$ cat config.mk
export PLATFORM = sky130hd
export DESIGN_NAME = fd_delay_line
export DESIGN_NICKNAME = d
export VERILOG_FILES = /design/src/rtl/fd_delay_line.sv
export SDC_FILE = /design/constraint.sdc
export NUM_CORES = 1
export LEC_CHECK = 0
export CAP_MARGIN = 30
export CORE_MARGIN = 2
export CORE_UTILIZATION = 53
export CTS_CLUSTER_SIZE = 24
export DETAILED_ROUTE_END_ITERATION = 10
export PLACE_DENSITY = 0.85
export SETUP_SLACK_MARGIN = 0.15
export SLEW_MARGIN = 20
export SYNTH_ARGS = -nofsm -noshare
export SYNTH_HDL_FRONTEND = slang
export SYNTH_SLANG_ARGS = --single-unit
$ cat constraint.sdc
create_clock -name CK -period 1.4 [get_ports CK]
set_input_delay 0.14 -clock CK [delete_from_list [all_inputs] [get_ports CK]]
set_output_delay 0.14 -clock CK [all_outputs]
set_load 0.05 [all_outputs]
$ cat src/rtl/fd_delay_line.sv
`default_nettype none
// ============================================================================
// Module   : fd_delay_line
// Purpose  : WIDTH x DEPTH registered delay line with clock enable, sync/async
//            clear, global reset hookup and a saturating fill-valid flag.
//            Optional TAPS port enabled by `define FD_DELAY_TAPS_EN.
// Revision : 1.0  initial release
// ============================================================================
module fd_delay_line #(
   parameter string            GSR   = "ENABLED",
   parameter int               WIDTH = 8,
   parameter int               DEPTH = 4,
   parameter logic [WIDTH-1:0] INIT  = '0
) (
   input  logic                     CK,
   input  logic                     CD,
   input  logic                     SP,
   input  logic                     LSR,
   input  logic [WIDTH-1:0]         D,
   output wire  [WIDTH-1:0]         Q,
   output logic                     QV
`ifdef FD_DELAY_TAPS_EN
   ,
   output logic [WIDTH*DEPTH-1:0]   TAPS
`endif
);

   localparam int                 c_cnt_w  = $clog2(DEPTH + 1);
   localparam logic [c_cnt_w-1:0] c_depth  = c_cnt_w'(DEPTH);
   localparam logic               c_gsr_en = (GSR == "ENABLED");

   // Global reset nets, low-true and inactive unless forced from outside.
   if (1) begin : GSR_INST
      wire GSRNET;
      assign GSRNET = 1'b1;
   end

   if (1) begin : PUR_INST
      wire PURNET;
      assign PURNET = 1'b1;
   end

   logic [DEPTH-1:0][WIDTH-1:0] r_stage;
   logic [DEPTH-1:0][WIDTH-1:0] w_shift;
   logic [c_cnt_w-1:0]          r_count;
   logic [c_cnt_w-1:0]          w_cnt_inc;
   logic                        r_qv;
   logic                        w_rst;

   assign w_rst = CD | ~PUR_INST.PURNET | (c_gsr_en & ~GSR_INST.GSRNET);

   assign w_shift[0] = D;
   for (genvar k = 1; k < DEPTH; k++) begin : g_shift
      assign w_shift[k] = r_stage[k-1];
   end

   assign w_cnt_inc = (r_count == c_depth) ? r_count : r_count + 1'b1;

   // Ternaries (not if/else) so an unknown LSR/SP merges to X instead of holding.
   always_ff @(posedge CK or posedge w_rst) begin
      if (w_rst) begin
         r_stage <= {DEPTH{INIT}};
         r_count <= '0;
         r_qv    <= 1'b0;
      end else begin
         r_stage <= LSR ? {DEPTH{INIT}} : (SP ? w_shift : r_stage);
         r_count <= LSR ? '0 : (SP ? w_cnt_inc : r_count);
         r_qv    <= LSR ? 1'b0 : (SP ? (w_cnt_inc == c_depth) : r_qv);
      end
   end

   for (genvar i = 0; i < WIDTH; i++) begin : g_qbuf
      buf u_qbuf (Q[i], r_stage[DEPTH-1][i]);
   end

   assign QV = r_qv;

`ifdef FD_DELAY_TAPS_EN
   assign TAPS = r_stage;
`endif

endmodule
`default_nettype wire
==> results.yml, run 1 <==
timing:
  final.min_clock_period_ps: 1198
  finalMaxSlewViolations: 0
  relSlewSlack_pct: 85.51
  final.setup.tns_ps: 0
  finalHoldViolCount: 0
  max_freq_mhz: 834.8
  setup-violations-final: 0
  clock_skew_ps: 4.195
  tightest_slew_ps: 217.3
  grt_setup_unrepaired: "yes"
  min_period_over_period_pct: 85.56
setup_path:
  critPathArrivalTime_ps: 1450
  path_max_fanout: 3
  end_kind: "flop"
  required_ps: 1650
  crit_path_start_kind: "flop"
  criticalPathCategory: "reg2reg"
final_layout:
  regArea_um2: 900.9
  fin_area_mm2: 0.001879
  multiInputGateArea_um2: 575.6
  fill_cells: 212
  drive_above_1_share_pct: 19.75
  post-route-util_pct: 66.99
  area_growth_pct: 18.08
  nNetsFinal: 170
  antenna_cells: 0
pwr:
  power.total_mw: 1.888
  ir_drop_uv: 599.8
  powerDensity_mw_per_mm2: 1005
  power.leakage_nw: 0.9733
clock_network:
  clk_latency_ps: 330
  cts-root-buf: "clkbuf_4"
  cts_made_buffers: 5
  cts.clk_slew.worst_paths_ps: 100
  cts_hold_buffers: 0
  cts_tree: "yes"
  cts_buffer_depth: 2
  cts_htree_levels: 2
  clock_sinks: 36
logic_synthesis:
  synth_top_area_share_pct: 56.60
  synth_top_family_by_area: "multiplexers"
  syn_nets: 150
  synth-xor-area-share_pct: 1.101
  synth_flop_cell: "dfrtp_1"
  yosysTopAreaCell: "dfrtp_1"
  netlist_instances: 136
  yosysSeqAreaShare_pct: 56.60
  netlist_top_cells_area: "dfrtp_1 57%, mux2i_1 21%, nor2_1 8.3%"
  yosysMostFrequentCell: "dfrtp_1"
  synth_edf_count: 0
  yosysWarnings: 0
  synth_mux_area_share_pct: 20.75
  yosys.area_share.adder_pct: 1.572
  ys_types: 16
  synthSimpleGateAreaFrac_pct: 9.670
  syn_area_mm2: 0.001592
  synth_compound_area_share_pct: 1.730
  ys_ff_latch: 36
  avgSynthCellArea_um2: 11.70
  synthArstFlopShare_pct: 100.0
  synth_commonest_cells: "36 x dfrtp_1, 35 x nor2_1, 33 x mux2i_1"
detailed_routing:
  wl_um: 2613
  vias_per_cell: 5.255
  ant_nets: 0
  wl_per_cell_um: 13.90
  drt-initial-drc-count: 26
  drt_drc_violations_left: 2
  dr.pass1.iters: 8
  vias: 988
global_routing:
  grt_pass1_vias: 926
  grt_max_degree: 37
  grt_pass1_wl_um: 4381
  antenna_found_initial: 0
  grt_util_all_layers_pct: 17.70
  grt_overflow_total: 0
floorplanning:
  start_util_pct: 56.74
  row_count: 19
  dieArea_mm2: 0.003457
  coreArea_mm2: 0.002805
  die_w_um: 58.80
  die_y_um: 58.80
  io_pins: 21
status:
  outcome: "complete, but fails checks"
  violations: "DRC"
placement:
  dp_hpwl_um: 1775
  placed_area_mm2: 0.001769
  gp_congestion: 0.6906
  port-buffer-count: 20
min_path:
  hp-class: "in2async"
run:
  maxCapViolations: 0
## final cells by class
cell class                 count  share of cell area (%)
clock buffer                   8                   3.129
inverter                       4                  0.7989
multi-input combinational     80                   30.63
sequential                    36                   47.94
tap                           31                   2.064
timing repair buffer          29                   15.45
## layout by cell type (no fill, tap or decap), types with 2 or more instances in the layout
cell type        synthesis  layout
dfrtp_1                 36      36
nor2_1                  35      35
mux2i_1                 33      33
buf_4                    8      14
clkdlybuf4s50_1          0      10
clkbuf_4                 0       5
nand2_1                  4       4
buf_12                   0       4
xnor2_1                  2       2
inv_2                    0       2
inv_1                    4       2
clkbuf_1                 2       2
## stage by stage
step | setup WS, ps | cells | hold WS [ps]
floorplan | 207.0 | 136 | 296.3
global placement | 192.5 | 176 | 468.8
detailed placement | 42.13 | 176 | 486.7
CTS | 154.6 | 185 | 145.3
global route | 145.1 | 188 | 151.5
finish | 202.1 | 188 | 146.2
## per-layer routing
layer / routed length [um] / track usage [%] / share of wire [%]
met5: 0 / 0 / 0
met4: 48 / 8.766 / 1.8
met3: 133 / 5.934 / 5.1
met2: 1306 / 28.57 / 50
met1: 1124 / 21.17 / 43
## kinds of logic after synthesis
group / Yosys count
mux: 33
compound gates: 3
simple gates: 40
buf+inv: 20
fa+ha+maj: 2
xor+xnor: 2
flops: 36
## final timing paths
path                            cells past startpoint  slack [ps]  startpoint           to
worst max-delay path                                5         200  r_count[0]           QV
max in group asynchronous                           3        1080          CD   r_stage[8]
min in group CK                                     4         310          SP           QV
worst min register to register                      2         500          QV           QV
worst min-delay path                                3         150          CD  r_stage[19]
worst max register to register                      5         200  r_count[0]           QV
## critical path: stages (launching register included)
cell and delay (ps):
dfrtp_1 430, inv_2 90, ha_4 140, nand3b_1 120, o2111ai_2 110, o31ai_1 230
## what timing repair did
| item | in CTS | in global routing |
|---|---|---|
| buffers inserted | 1 | 3 |
| resized for setup | 4 | 2 |
| endpoints found under the setup margin | 1 | 1 |
| pin swaps | 2 | 2 |
## registers in the layout (all words and copies together) (netlist names)
name,flops
r_stage,24
QV,1
Q,8
r_count,3
## power by group
group / internal [mW] / switching, mW
Clock: 0.248 / 0.309
Combinational: 0.120 / 0.116
Sequential: 1.07 / 0.0239
Power figures use the tool's default switching activity.
==> run 2: changes to the inputs <==
CORE_UTILIZATION = 61   (was 53)
DONT_BUFFER_PORTS = 1   (was not set)
==> run 2 against run 1 <==
Compared with the run above:
- the flow finishes with violations (hold timing)
- sequential power hardly changed
- highest routed layer unchanged
- clock skew is 7.0 ps higher
- via count is 1.9% lower
- wire length is 7.6% higher
- cell area is 5.2% lower
- combinational power is 15% lower
- maximum frequency is 0.52% lower
- power is 1.1% lower
- flip-flop and latch count stayed put
==> results.yml, run 2 (synthesis results as in run 1) <==
global_routing:
  grt.met2_usage_pct: 34.13
  grt_overflow_total: 0
  use_met1_pct: 28.50
  grt.busiest_layer: "met2"
  gr-usage-met3_pct: 8.065
  grt_max_degree: 37
  grt_util_all_layers_pct: 22.31
  grt_pass1_wl_um: 4540
  grt_pass1_vias: 998
  antenna_found_initial: 0
timing:
  setup-violations-final: 0
  finalMaxSlewViolations: 0
  relSlewSlack_pct: 67.04
  finalHoldViolCount: 20
  final.setup.tns_ps: 0
  tightest_slew_ps: 494.4
  final.min_clock_period_ps: 1204
  hold-worst-slack_ps: -20.15
  fin_ws_ps: 195.8
  max_freq_mhz: 830.4
  grt_setup_unrepaired: "yes"
  min_period_over_period_pct: 86.01
  clock_skew_ps: 11.19
clock_network:
  cts.clk_slew.worst_paths_ps: 110
  cts_tree: "yes"
  clk_latency_ps: 340
  cts_buffer_depth: 2
  cts_hold_buffers: 27
  cts-root-buf: "clkbuf_4"
  cts_made_buffers: 5
  clock_sinks: 36
  cts_htree_levels: 2
final_layout:
  area_growth_pct: 11.95
  final_cell_mix: "36 x dfrtp_1, 35 x nor2_1, 33 x mux2i_1"
  largest_reg_flops: 24
  nNetsFinal: 163
  drive_above_1_share_pct: 14.67
  post-route-util_pct: 71.92
  final_common_cell: "dfrtp_1"
  fill_cells: 167
  antenna_cells: 0
  regMostFlops: "r_stage"
min_path:
  hp-class: "in2reg"
floorplanning:
  io_pins: 21
  die_w_um: 55.08
  coreArea_mm2: 0.002477
  start_util_pct: 64.24
  dieArea_mm2: 0.003034
  die_y_um: 55.08
  row_count: 18
pwr:
  powerDensity_mw_per_mm2: 1048
  ir_drop_uv: 894.1
  power.leakage_nw: 0.9355
detailed_routing:
  drt-initial-drc-count: 11
  vias: 969
  vias_per_cell: 5.383
  dr.pass1.iters: 4
  drt_drc_violations_left: 0
  wl_um: 2812
  ant_nets: 0
  wl_per_cell_um: 15.62
setup_path:
  end_kind: "flop"
  path_max_fanout: 3
  crit_path_start_kind: "flop"
  criticalPathCategory: "reg2reg"
  required_ps: 1660
  r2r_slack_ps: 200
  critPathArrivalTime_ps: 1460
placement:
  dp_hpwl_um: 1521
  pre_cts_ws_ps: 105.1
  gp_congestion: 0.6824
  port-buffer-count: 0
status:
  outcome: "complete, but fails checks"
  violations: "hold timing"
run:
  maxCapViolations: 0
[run 2: cell types whose count changed in the layout (fill, tap and decap cells not counted), moves of 3 or more]
cell	delta
clkdlybuf4s50_1	-10
dlygate4sd3_1	+10
buf_12	-3
buf_4	-3
[run 2: worst paths after layout]
check                      cells past startpoint     endpoint         from
max in group asynchronous                      3   r_stage[7]           CD
setup reg to reg                               5           QV   r_count[0]
min in group asynchronous                      3   r_stage[9]           CD
setup / recovery                               5           QV   r_count[0]
hold reg to reg                                2  r_stage[17]  r_stage[17]
hold / removal                                 2  r_stage[19]           SP
[run 2: metal layers]
metal	up-vias	part of all wire, %
met2	28	47
li1	457	-
met1	476	46
met4	0	1.7
met3	8	5.2
met5	-	0
[run 2: stage by stage]
stage                     std cells  power (mW)  area [um2]  hold slack, ps
after floorplan                 136       1.255        1592           296.3
after global placement          151       1.222        1515           144.3
after detailed placement        151       1.233        1515           175.3
after CTS                       188       1.879        1872          -34.46
after global routing            180       1.960        1782          -28.71
final                           180       1.867        1782          -20.15
[run 2: final cells by class]
type,instances,area (um2),area share (%)
well taps,30,37.54,2.107
repair buffers,22,202.7,11.38
inverters,4,15.01,0.8427
multi-input cells,80,566.8,31.81
flip-flops and latches,36,900.9,50.56
clock buffers,8,58.81,3.301
[run 2: critical path: stages, from the launching register on]
cell and delay (ps):
dfrtp_1 420, inv_2 90, ha_4 140, nand3b_1 100, o2111ai_1 130, o31ai_1 240
[run 2: timing repair]
action,4_1_cts,5_1_grt
endpoints found under the hold margin,72,17
setup endpoints to repair,1,18
pin swaps,2,4
buffers inserted,2,8
gates resized for setup,2,2
[run 2: power by group]
part / total [mW] / internal, mW / switching [mW]
registers: 1.10 / 1.07 / 0.0303
logic: 0.200 / 0.112 / 0.0882
clock network: 0.566 / 0.248 / 0.318
